[config.mk]
export PLATFORM = sky130hd
export DESIGN_NAME = fetch_unit_flat
export DESIGN_NICKNAME = d
export VERILOG_FILES = /design/src/rtl/riscv_pkg.sv /design/src/rtl/fetch_unit_if.sv /design/src/rtl/fetch_unit_fifo.sv /design/src/rtl/fetch_unit.sv /design/src/flat_wrapper.sv
export SDC_FILE = /design/constraint.sdc
export NUM_CORES = 1
export LEC_CHECK = 0
export BUFFER_PORTS_ARGS = -buffer_cell sky130_fd_sc_hd__clkbuf_2
export CAP_MARGIN = 20
export CORE_MARGIN = 10
export CORE_UTILIZATION = 60
export DETAILED_ROUTE_END_ITERATION = 7
export GPL_TIMING_DRIVEN = 0
export PLACE_DENSITY = 0.84
export SYNTH_ARGS = -nofsm -noshare
export SYNTH_HDL_FRONTEND = slang
export SYNTH_HIERARCHICAL = 1
export SYNTH_SLANG_ARGS = --single-unit
export TNS_END_PERCENT = 5
[constraint.sdc]
create_clock -name clk_i -period 10.05 [get_ports clk_i]
set_input_delay 0.5025 -clock clk_i [delete_from_list [all_inputs] [get_ports clk_i]]
set_output_delay 0.5025 -clock clk_i [all_outputs]
set_load 0.02 [all_outputs]
[src/rtl/riscv_pkg.sv]
// Shared RV32I front-end types: NOP encoding, fetch FSM states and the
// {pc, inst} record carried from instruction memory to decode.
package riscv_pkg;

  localparam logic [31:0] NOP_INST = 32'h0000_0013;

  typedef enum logic [1:0] {
    RESET = 2'd0,
    RUN   = 2'd1,
    DRAIN = 2'd2
  } fetch_state_e;

  typedef struct packed {
    logic [31:0] pc;
    logic [31:0] inst;
  } fetch_entry_t;

  function automatic logic [31:0] word_align(input logic [31:0] addr);
    return {addr[31:2], 2'b00};
  endfunction

endpackage

[src/rtl/fetch_unit_if.sv]
// Fetch-stage bus: instruction-memory request/response, redirect from
// control logic, and the valid/ready instruction handoff to decode.
interface fetch_unit_if;
  logic        imem_req_o;
  logic [31:0] imem_addr_o;
  logic        imem_gnt_i;
  logic        imem_rvalid_i;
  logic [31:0] imem_rdata_i;
  logic        redirect_i;
  logic [31:0] redirect_pc_i;
  logic [31:0] inst_o;
  logic [31:0] pc_o;
  logic        inst_valid_o;
  logic        inst_ready_i;

  modport master (
    output imem_req_o, imem_addr_o,
    input  imem_gnt_i, imem_rvalid_i, imem_rdata_i,
    input  redirect_i, redirect_pc_i,
    output inst_o, pc_o, inst_valid_o,
    input  inst_ready_i
  );

  modport slave (
    input  imem_req_o, imem_addr_o,
    output imem_gnt_i, imem_rvalid_i, imem_rdata_i,
    output redirect_i, redirect_pc_i,
    input  inst_o, pc_o, inst_valid_o,
    output inst_ready_i
  );
endinterface

[src/rtl/fetch_unit_fifo.sv]
// Small first-word-fall-through FIFO of fetched {pc, inst} entries with a
// synchronous flush that wins over any push or pop in the same cycle.
module fetch_fifo
  import riscv_pkg::*;
#(
  parameter int DEPTH = 2,
  parameter int CW    = $clog2(DEPTH + 1)
) (
  input  logic          clk_i,
  input  logic          rst_i,
  input  logic          flush_i,
  input  logic          push_i,
  input  fetch_entry_t  push_data_i,
  input  logic          pop_i,
  output fetch_entry_t  head_o,
  output logic          full_o,
  output logic          empty_o,
  output logic [CW-1:0] count_o
);

  localparam int PW = (DEPTH > 1) ? $clog2(DEPTH) : 1;

  fetch_entry_t  mem_q [DEPTH];
  fetch_entry_t  mem_d [DEPTH];
  logic [PW-1:0] wr_ptr_q, wr_ptr_d, rd_ptr_q, rd_ptr_d;
  logic [CW-1:0] cnt_q, cnt_d;
  logic          do_push, do_pop;

  function automatic logic [PW-1:0] ptr_inc(input logic [PW-1:0] p);
    if (p == PW'(DEPTH - 1)) begin
      return PW'(0);
    end else begin
      return p + PW'(1);
    end
  endfunction

  assign full_o  = (cnt_q == CW'(DEPTH));
  assign empty_o = (cnt_q == CW'(0));
  assign count_o = cnt_q;
  assign head_o  = mem_q[rd_ptr_q];
  assign do_push = push_i & ~full_o;
  assign do_pop  = pop_i & ~empty_o;

  always_comb begin
    mem_d    = mem_q;
    wr_ptr_d = wr_ptr_q;
    rd_ptr_d = rd_ptr_q;
    cnt_d    = cnt_q;
    if (flush_i) begin
      wr_ptr_d = PW'(0);
      rd_ptr_d = PW'(0);
      cnt_d    = CW'(0);
    end else begin
      if (do_push) begin
        mem_d[wr_ptr_q] = push_data_i;
        wr_ptr_d        = ptr_inc(wr_ptr_q);
      end else begin
        wr_ptr_d = wr_ptr_q;
      end
      if (do_pop) begin
        rd_ptr_d = ptr_inc(rd_ptr_q);
      end else begin
        rd_ptr_d = rd_ptr_q;
      end
      cnt_d = cnt_q + CW'(do_push) - CW'(do_pop);
    end
  end

  always_ff @(posedge clk_i or posedge rst_i) begin
    if (rst_i) begin
      mem_q    <= '{default: '0};
      wr_ptr_q <= PW'(0);
      rd_ptr_q <= PW'(0);
      cnt_q    <= CW'(0);
    end else begin
      mem_q    <= mem_d;
      wr_ptr_q <= wr_ptr_d;
      rd_ptr_q <= rd_ptr_d;
      cnt_q    <= cnt_d;
    end
  end

endmodule

[src/rtl/fetch_unit.sv]
// RV32I instruction-fetch stage: owns the fetch PC, issues in-order word
// requests, buffers responses with their PC and squashes wrong-path words.
module fetch_unit
  import riscv_pkg::*;
#(
  parameter logic [31:0] RESET_PC = 32'h0000_0000,
  parameter int          DEPTH    = 2
) (
  input logic          clk_i,
  input logic          rst_i,
  fetch_unit_if.master bus
);

  localparam int CW = $clog2(DEPTH + 1);

  fetch_state_e  state_q, state_d;
  logic [31:0]   fetch_pc_q, fetch_pc_d, resp_pc_q, resp_pc_d;
  logic [CW-1:0] outst_q, outst_d, discard_q, discard_d;

  logic [CW-1:0] fifo_cnt;
  logic [CW:0]   in_use;
  logic          req, grant, resp_ok, keep, pop, fifo_full, fifo_empty;
  logic [31:0]   target;
  fetch_entry_t  head, push_entry;

  // Capacity counts every in-flight word so a response always finds a slot.
  assign in_use     = {1'b0, outst_q} + {1'b0, fifo_cnt};
  assign req        = (state_q != RESET) && (in_use < (CW + 1)'(DEPTH));
  assign grant      = req & bus.imem_gnt_i;
  assign resp_ok    = bus.imem_rvalid_i && (outst_q != CW'(0));
  assign keep       = resp_ok && (discard_q == CW'(0)) && !bus.redirect_i && !fifo_full;
  assign pop        = ~fifo_empty & bus.inst_ready_i;
  assign target     = word_align(bus.redirect_pc_i);
  assign push_entry = '{pc: resp_pc_q, inst: bus.imem_rdata_i};

  fetch_fifo #(.DEPTH(DEPTH), .CW(CW)) u_fifo (
    .clk_i       (clk_i),
    .rst_i       (rst_i),
    .flush_i     (bus.redirect_i),
    .push_i      (keep),
    .push_data_i (push_entry),
    .pop_i       (pop),
    .head_o      (head),
    .full_o      (fifo_full),
    .empty_o     (fifo_empty),
    .count_o     (fifo_cnt)
  );

  always_comb begin
    fetch_pc_d = fetch_pc_q;
    resp_pc_d  = resp_pc_q;
    discard_d  = discard_q;
    outst_d    = outst_q + CW'(grant) - CW'(resp_ok);
    if (bus.redirect_i) begin
      // Everything still outstanding after this cycle belongs to the old path.
      fetch_pc_d = target;
      resp_pc_d  = target;
      discard_d  = outst_d;
    end else begin
      if (grant) begin
        fetch_pc_d = fetch_pc_q + 32'd4;
      end else begin
        fetch_pc_d = fetch_pc_q;
      end
      if (keep) begin
        resp_pc_d = resp_pc_q + 32'd4;
      end else if (resp_ok && (discard_q != CW'(0))) begin
        discard_d = discard_q - CW'(1);
      end else begin
        resp_pc_d = resp_pc_q;
      end
    end
    case (state_q)
      RESET:      state_d = RUN;
      RUN, DRAIN: state_d = (discard_d != CW'(0)) ? DRAIN : RUN;
      default:    state_d = RESET;
    endcase
  end

  always_ff @(posedge clk_i or posedge rst_i) begin
    if (rst_i) begin
      state_q    <= RESET;
      fetch_pc_q <= word_align(RESET_PC);
      resp_pc_q  <= word_align(RESET_PC);
      outst_q    <= CW'(0);
      discard_q  <= CW'(0);
    end else begin
      state_q    <= state_d;
      fetch_pc_q <= fetch_pc_d;
      resp_pc_q  <= resp_pc_d;
      outst_q    <= outst_d;
      discard_q  <= discard_d;
    end
  end

  assign bus.imem_req_o   = req;
  assign bus.imem_addr_o  = word_align(fetch_pc_q);
  assign bus.inst_valid_o = ~fifo_empty;
  assign bus.inst_o       = fifo_empty ? NOP_INST : head.inst;
  assign bus.pc_o         = fifo_empty ? resp_pc_q : head.pc;

endmodule
[src/flat_wrapper.sv]
// flat-port wrapper written by rule: the top's interface ports become plain ports
module fetch_unit_flat import riscv_pkg::*;
#(
  parameter logic [31:0] RESET_PC = 32'h0000_0000,
  parameter int          DEPTH    = 2
)
  (clk_i, rst_i, bus_imem_req_o, bus_imem_addr_o, bus_imem_gnt_i, bus_imem_rvalid_i, bus_imem_rdata_i, bus_redirect_i, bus_redirect_pc_i, bus_inst_o, bus_pc_o, bus_inst_valid_o, bus_inst_ready_i);
  fetch_unit_if bus_i ();
  input logic clk_i;
  input logic rst_i;
  output wire logic [$bits(bus_i.imem_req_o)-1:0] bus_imem_req_o;
  output wire logic [$bits(bus_i.imem_addr_o)-1:0] bus_imem_addr_o;
  input wire logic [$bits(bus_i.imem_gnt_i)-1:0] bus_imem_gnt_i;
  input wire logic [$bits(bus_i.imem_rvalid_i)-1:0] bus_imem_rvalid_i;
  input wire logic [$bits(bus_i.imem_rdata_i)-1:0] bus_imem_rdata_i;
  input wire logic [$bits(bus_i.redirect_i)-1:0] bus_redirect_i;
  input wire logic [$bits(bus_i.redirect_pc_i)-1:0] bus_redirect_pc_i;
  output wire logic [$bits(bus_i.inst_o)-1:0] bus_inst_o;
  output wire logic [$bits(bus_i.pc_o)-1:0] bus_pc_o;
  output wire logic [$bits(bus_i.inst_valid_o)-1:0] bus_inst_valid_o;
  input wire logic [$bits(bus_i.inst_ready_i)-1:0] bus_inst_ready_i;
  assign bus_imem_req_o = bus_i.imem_req_o;
  assign bus_imem_addr_o = bus_i.imem_addr_o;
  assign bus_i.imem_gnt_i = bus_imem_gnt_i;
  assign bus_i.imem_rvalid_i = bus_imem_rvalid_i;
  assign bus_i.imem_rdata_i = bus_imem_rdata_i;
  assign bus_i.redirect_i = bus_redirect_i;
  assign bus_i.redirect_pc_i = bus_redirect_pc_i;
  assign bus_inst_o = bus_i.inst_o;
  assign bus_pc_o = bus_i.pc_o;
  assign bus_inst_valid_o = bus_i.inst_valid_o;
  assign bus_i.inst_ready_i = bus_inst_ready_i;
  fetch_unit #(.RESET_PC(RESET_PC), .DEPTH(DEPTH)) u_core (.clk_i(clk_i), .rst_i(rst_i), .bus(bus_i));
endmodule
==> Word level (Yosys, flattened, before mapping) <==
Index checks and enable logic that the tools add are counted.
Widths: inputs -> output; s select.
{ "totals": {"out_inout_bits": 98, "inputBits": 70, "regBits": 202} }
{ "classes": {"eq_ne": 3, "mux": 24, "magnitude_cmp": 4, "add_sub_neg": 10, "bitwise": 9, "n_reduce_logical": 22} }
{ "ops": {"columns": ["operator", "n"], "rows": [
  ["$mux 64", 4],
  ["$mux 32", 6],
  ["$bwmux 128", 1],
  ["$add 32x3->32 const B", 2],
  ["$demux 64 s1", 1],
  ["$reduce_bool 2->1", 8],
  ["$mux 2", 5],
  ["$logic_and 1x1->1", 7],
  ["$logic_not 2->1", 3],
  ["$mux 1", 6],
  ["$add 2x1->2", 2],
  ["$and 1x1->1", 4],
  ["$eq 2x2->1 const B", 2],
  ["$ge 2x2->1 const B", 2],
  ["$not 1->2", 2],
  ["$pmux 2 s2", 1],
  ["$sub 2x1->2", 2],
  ["$add 2x2->3", 1],
  ["$lt 3x2->1 const B", 1],
  ["$not 1->1", 3],
  ["$add 1x1->1 const B", 2],
  ["$eq 2x1->1 const B", 1],
  ["$logic_not 1->1", 2],
  ["$lt 2x1->1 const B", 1],
  ["other kinds (3)", 3]
]} }

==> Longest topological paths before layout <==
{ "logic_depth": {"depth_word": 10, "ltp_mapped": 13, "ltp_nobuf": 12} }

==> Cells and area by module <==
Netlist, hierarchy kept.
{ "by_module_without_submodules": {"columns": ["module", "n_inst", "area_per_inst_um2", "cells_each", "seq_area_each_um2"], "rows": [
  ["fetch_fifo", 1, 5746.8, 366, 3303.2],
  ["fetch_unit", 1, 4455.5, 485, 1651.6]
]} }

==> Worst setup path before layout <==
No wires, ideal clock.
{ "synth_path": {"path_kind": "register to register", "from": "reg u_core.outst_q[0]", "to": "reg u_core.state_q[1]", "stages_incl_launch_ff": 13, "arrival_ps": 2946, "n_path_buf": 0, "setup_time_ps": 120, "path_slack_ps": 6985, "path_cell_list": "dfrtp_1 and2_1 fa_1 nor4b_4 inv_2 ha_1 inv_1 ha_1 xnor2_1 xnor2_1 o21ai_0 o21ai_0 and3b_1"} }
{ "synth_between": {"elab_chain_len": 10} }
{ "synth_rtl": {"columns": ["element", "line", "text"], "rows": [
  ["start, declared", "fetch_unit.sv:18", "logic [CW-1:0] outst_q, outst_d, discard_q, discard_d;"],
  ["start signal, assigned", "fetch_unit.sv:91", "outst_q <= outst_d;"],
  ["$add 2x2->3", "fetch_unit.sv:27", "assign in_use = {1'b0, outst_q} + {1'b0, fifo_cnt};"],
  ["$lt 3x2->1", "fetch_unit.sv:28", "assign req = (state_q != RESET) && (in_use < (CW + 1)'(DEPTH));"],
  ["$logic_and 1x1->1", "fetch_unit.sv:28", null],
  ["$and 1x1->1", "fetch_unit.sv:29", "assign grant = req & bus.imem_gnt_i;"],
  ["$add 2x1->2", "fetch_unit.sv:53", "outst_d = outst_q + CW'(grant) - CW'(resp_ok);"],
  ["$sub 2x1->2 *", "fetch_unit.sv:53", null],
  ["named net u_core.outst_d[1]", "fetch_unit.sv:18", null],
  ["$mux 2 *", "fetch_unit.sv:54", "if (bus.redirect_i) begin"],
  ["$reduce_bool 2->1 *", "fetch_unit.sv:75", "RUN, DRAIN: state_d = (discard_d != CW'(0)) ? DRAIN : RUN;"],
  ["$mux 2 *", "fetch_unit.sv:75", null],
  ["$pmux 2 s2 *", "fetch_unit.sv:73", "case (state_q)"],
  ["named net u_core.state_d[1]", "fetch_unit.sv:16", "fetch_state_e state_q, state_d;"],
  ["end signal, assigned", "fetch_unit.sv:88", "state_q <= state_d;"],
  ["end, declared", "fetch_unit.sv:16", null]
]} }
Mark *: on every way through the listed nets, which the timed path passes. The rest lies on a longest branch.
A chain may end at the register's enable or synchronous reset.

==> Worst setup path after layout <==
{ "layout_path": {"from": "reg u_core.u_fifo.cnt_q[0] (netlist: u_core/u_fifo/count_o[0])", "to": "reg u_core.state_q[1]"} }
{ "layout_between": {"elab_chain_len": 10} }
{ "layout_rtl": {"columns": ["element", "line", "text"], "rows": [
  ["start, declared", "fetch_unit_fifo.sv:26", "logic [CW-1:0] cnt_q, cnt_d;"],
  ["start signal, assigned", "fetch_unit_fifo.sv:79", "cnt_q <= cnt_d;"],
  ["$add 2x2->3", "fetch_unit.sv:27", null],
  ["$lt 3x2->1", "fetch_unit.sv:28", null],
  ["$logic_and 1x1->1", "fetch_unit.sv:28", null],
  ["$and 1x1->1", "fetch_unit.sv:29", null],
  ["$add 2x1->2", "fetch_unit.sv:53", null],
  ["$sub 2x1->2", "fetch_unit.sv:53", null],
  ["named net u_core.outst_d[1]", "fetch_unit.sv:18", null],
  ["$mux 2", "fetch_unit.sv:54", null],
  ["$reduce_bool 2->1", "fetch_unit.sv:75", null],
  ["$mux 2", "fetch_unit.sv:75", null],
  ["$pmux 2 s2", "fetch_unit.sv:73", null],
  ["named net u_core.state_d[1]", "fetch_unit.sv:16", null]
]} }
The timed path passes the listed nets, and every way through them passes these cells.

==> out/qor.txt <==
Num Clock Sinks - 198
Routed Antenna Nets - 0
initial DRC count - 569
Top FF cell, synth - dfrtp_1
Avg Cell Area, Syn - 11.99 sq um
Initial Util - 0.6130
crit path launch type - flip-flop
final net count - 1119
Max Fanout on Critical Path - 9
Worst-Margin Slew - 1.000 ns
IO Count - 168
min Tclk post-route - 3.595 ns
Buf/Inv on CP - 2
RSZ-0062 raised after global routing - false
Critical Path RT - 10.37 ns
Yosys top cell area share - 0.4857
vias in the first global route - 7726
Area Growth Syn to Fin - 16.75%
Worst Path Class, Setup - reg2reg
post-place setup slack - 6.579 ns
total power - 2.526 mW
register area share after synthesis - 0.4857
Avg Vias per Cell - 5.862
die area - 0.02262 sq mm
DRC - 0
post-CTS sizing - 0
TritonCTS clock tree - built
WP data arrival - 3.91 ns
placed cell areas - 0.01135 sq mm
total wire length - 25.11 mm
leading post-synthesis cells by cell area - dfrtp_1 (49%), mux2_2 (25%), xnor2_1 (2.2%)
CTS H-tree lvls - 4
VDD IR max - 0.0001492 V
post-synthesis cell count - 851
worst path cell trace - and2_1 > fa_1 > nor4b_4 > inv_2 > ha_1 > inv_1 > ha_1 > xnor2_1 > xnor2_1 > o21ai_0 > o21ai_0 > and3b_1
status - complete, no violations
final cell count without fillers - 1272
Mapped Area - 0.01020 sq mm
#FFs+latches synth - 198
leakage - 5.553 nW
Vias - 7456
# port buffers - 163
fin crit share - 0.3577
Synth Area in Compound Gates - 0.05323
final instance area - 0.01191 sq mm
max incr delay on CP - 0.65 ns
setup TNS - 0 ns
commonest non-fill, non-tap cell in the layout - mux2_2
Post-CTS Setup Inserts - 0
clk_skew - 0.007653 ns
Die W - 150.4 um
Root Buffer - clkbuf_16
Fin. Hold Viols - 0
gr usage total - 0.2238
XOR/XNOR share of the synthesized area - 0.03606
CTS hold repair buffers - 0
# diodes - 0
worst hold-check path type - in2async
Placer Congestion - 0.9118
CTS Buffer Depth - 2
row count - 47
DR WL/cell - 19.74 um
Post-Synth Simple-Gate Area - 0.1255
CTS Buf Count - 17
Adder-Cell Fraction of Synth Area - 0.01300
grt ovf - 0
core area - 0.01664 sq mm
Crit. End Element - flip-flop
clk_lat worst skew - 0.43 ns
mux cell area share after synthesis - 0.2547
share of layout cells above drive strength 1 - 0.4430
most frequent cells in the layout - mux2_2 (225), dfrtp_1 (198), clkbuf_2 (164)
largest net degree at the start of global routing - 75
antenna violations before repair - 0
# setup viols final - 0
Async SR Flop Fraction - 1.000
max_cap viols - 0
Slowest-stage cell, CP - nor4b_4
hpwl dp - 18.32 mm
Power Dens Cells - 212.1 mW/mm^2
placed cell count - 1240
Post-synth EDFFs - 0
die height - 150.4 um
relative max-transition margin - 0.3280
cell family with the largest share of critical-path delay - simple AND/OR/NAND/NOR gates
setup slack after layout - 6.455 ns
largest family of logic cells by synthesized area - multiplexers
Clock transition at path regs - 0.08 ns
synth unique cells - 61
Yosys top cell by area - dfrtp_1
synth warn - 6
max frequency - 278.1 MHz
first-pass GRT wire length - 40.42 mm
TritonRoute pass-1 iters - 5
final slew viol count - 0
final timing paths:
check / depth (start not counted) / startpoint / end / slack, ns
min: 2 / rst_i / u_core/u_fifo/mem_q[64]$_DFFE_PP0P_ / 0.18
min reg2reg: 1 / u_core/u_fifo/mem_q[114]$_DFFE_PP0P_ / u_core/u_fifo/mem_q[114]$_DFFE_PP0P_ / 0.50
max in group asynchronous: 3 / rst_i / u_core/u_fifo/mem_q[29]$_DFFE_PP0P_ / 9.13
min in group clk_i: 2 / bus_imem_rdata_i[23] / u_core/u_fifo/mem_q[23]$_DFFE_PP0P_ / 0.31
max: 12 / u_core/u_fifo/count_o[0]$_DFF_PP0_ / u_core/state_q[1]$_DFF_PP0_ / 6.45
max reg2reg: 12 / u_core/u_fifo/count_o[0]$_DFF_PP0_ / u_core/state_q[1]$_DFF_PP0_ / 6.45
synthesized netlist by cell type (12+ instances only):
cell type  instances
nand3_1           26
nor2_1            26
clkbuf_1          21
nor2b_1           33
xnor2_1           26
nor3_1            14
o21ai_0           30
o211ai_1          12
inv_1             24
nand2_1           50
mux2_2           225
nand4_1           18
xor2_1            16
dfrtp_1          198
flip-flops by register name, summed over array words and instances, names as in the netlist:
| register | count |
|---|---|
| u_core/u_fifo/mem_q | 128 |
| u_core/fetch_pc_q | 30 |
| u_core/resp_pc_q | 30 |
| u_core/discard_q | 2 |
| u_core/outst_q | 2 |
| u_core/state_q | 2 |
| u_core/u_fifo/count_o | 2 |
| u_core/u_fifo/rd_ptr_q | 1 |
| u_core/u_fifo/wr_ptr_q | 1 |
power breakdown:
part           leakage (nW)  switching [mW]  internal (mW)
sequential             2.53           0.140          0.995
clock                 0.275           0.327          0.329
combinational          2.75           0.351          0.385
worst register-to-register path, delay by kind of cell, from the launching register on:
kind,cells,cell delay (ns)
AO/OA/AOI/OAI,2,0.42
XOR/XNOR,2,0.33
adder cells (fa/ha/maj),3,1.03
buffers and inverters,2,0.23
flip-flops,1,0.44
AND/OR/NAND/NOR,3,1.03
layer usage:
metal | share of wire | track usage | vias to the layer above
met4 | 0.023 | 0.08017 | 0
met3 | 0.064 | 0.04712 | 43
met1 | 0.41 | 0.2785 | 3759
met2 | 0.50 | 0.3770 | 246
li1 | - | - | 3408
met5 | 0 | 0 | -
logic make-up (layout without fill, tap and decap cells):
logic type | count (synthesis) | after routing
DFF | 198 | 198
buffers and inverters | 68 | 264
other | 1 | 6
muxes | 231 | 231
and+or+nand+nor | 217 | 217
xor gates and xnor gates | 42 | 42
adders and majority gates | 10 | 10
AOI/OAI and AO/OA | 84 | 84
stage by stage:
| step | hold slack (ns) | util |
|---|---|---|
| floorplan | 0.4541 | - |
| global placement | 0.4641 | 0.6797 |
| detailed placement | 0.4756 | 0.6818 |
| CTS | 0.1819 | 0.7157 |
| global route | 0.2145 | 0.7157 |
| finish | 0.1767 | 0.7157 |
final cells by class:
cell class                 instances  area (sq um)
multi-input combinational        590          4945
sequential                       198          4955
clock buffer                      17         425.4
tap                              220         275.3
fill                            1153          4731
buffer                            42         222.7
clock inverter                    15         138.9
timing repair buffer             164         843.3
inverter                          26         106.4
(Power assumes the default switching activity.)
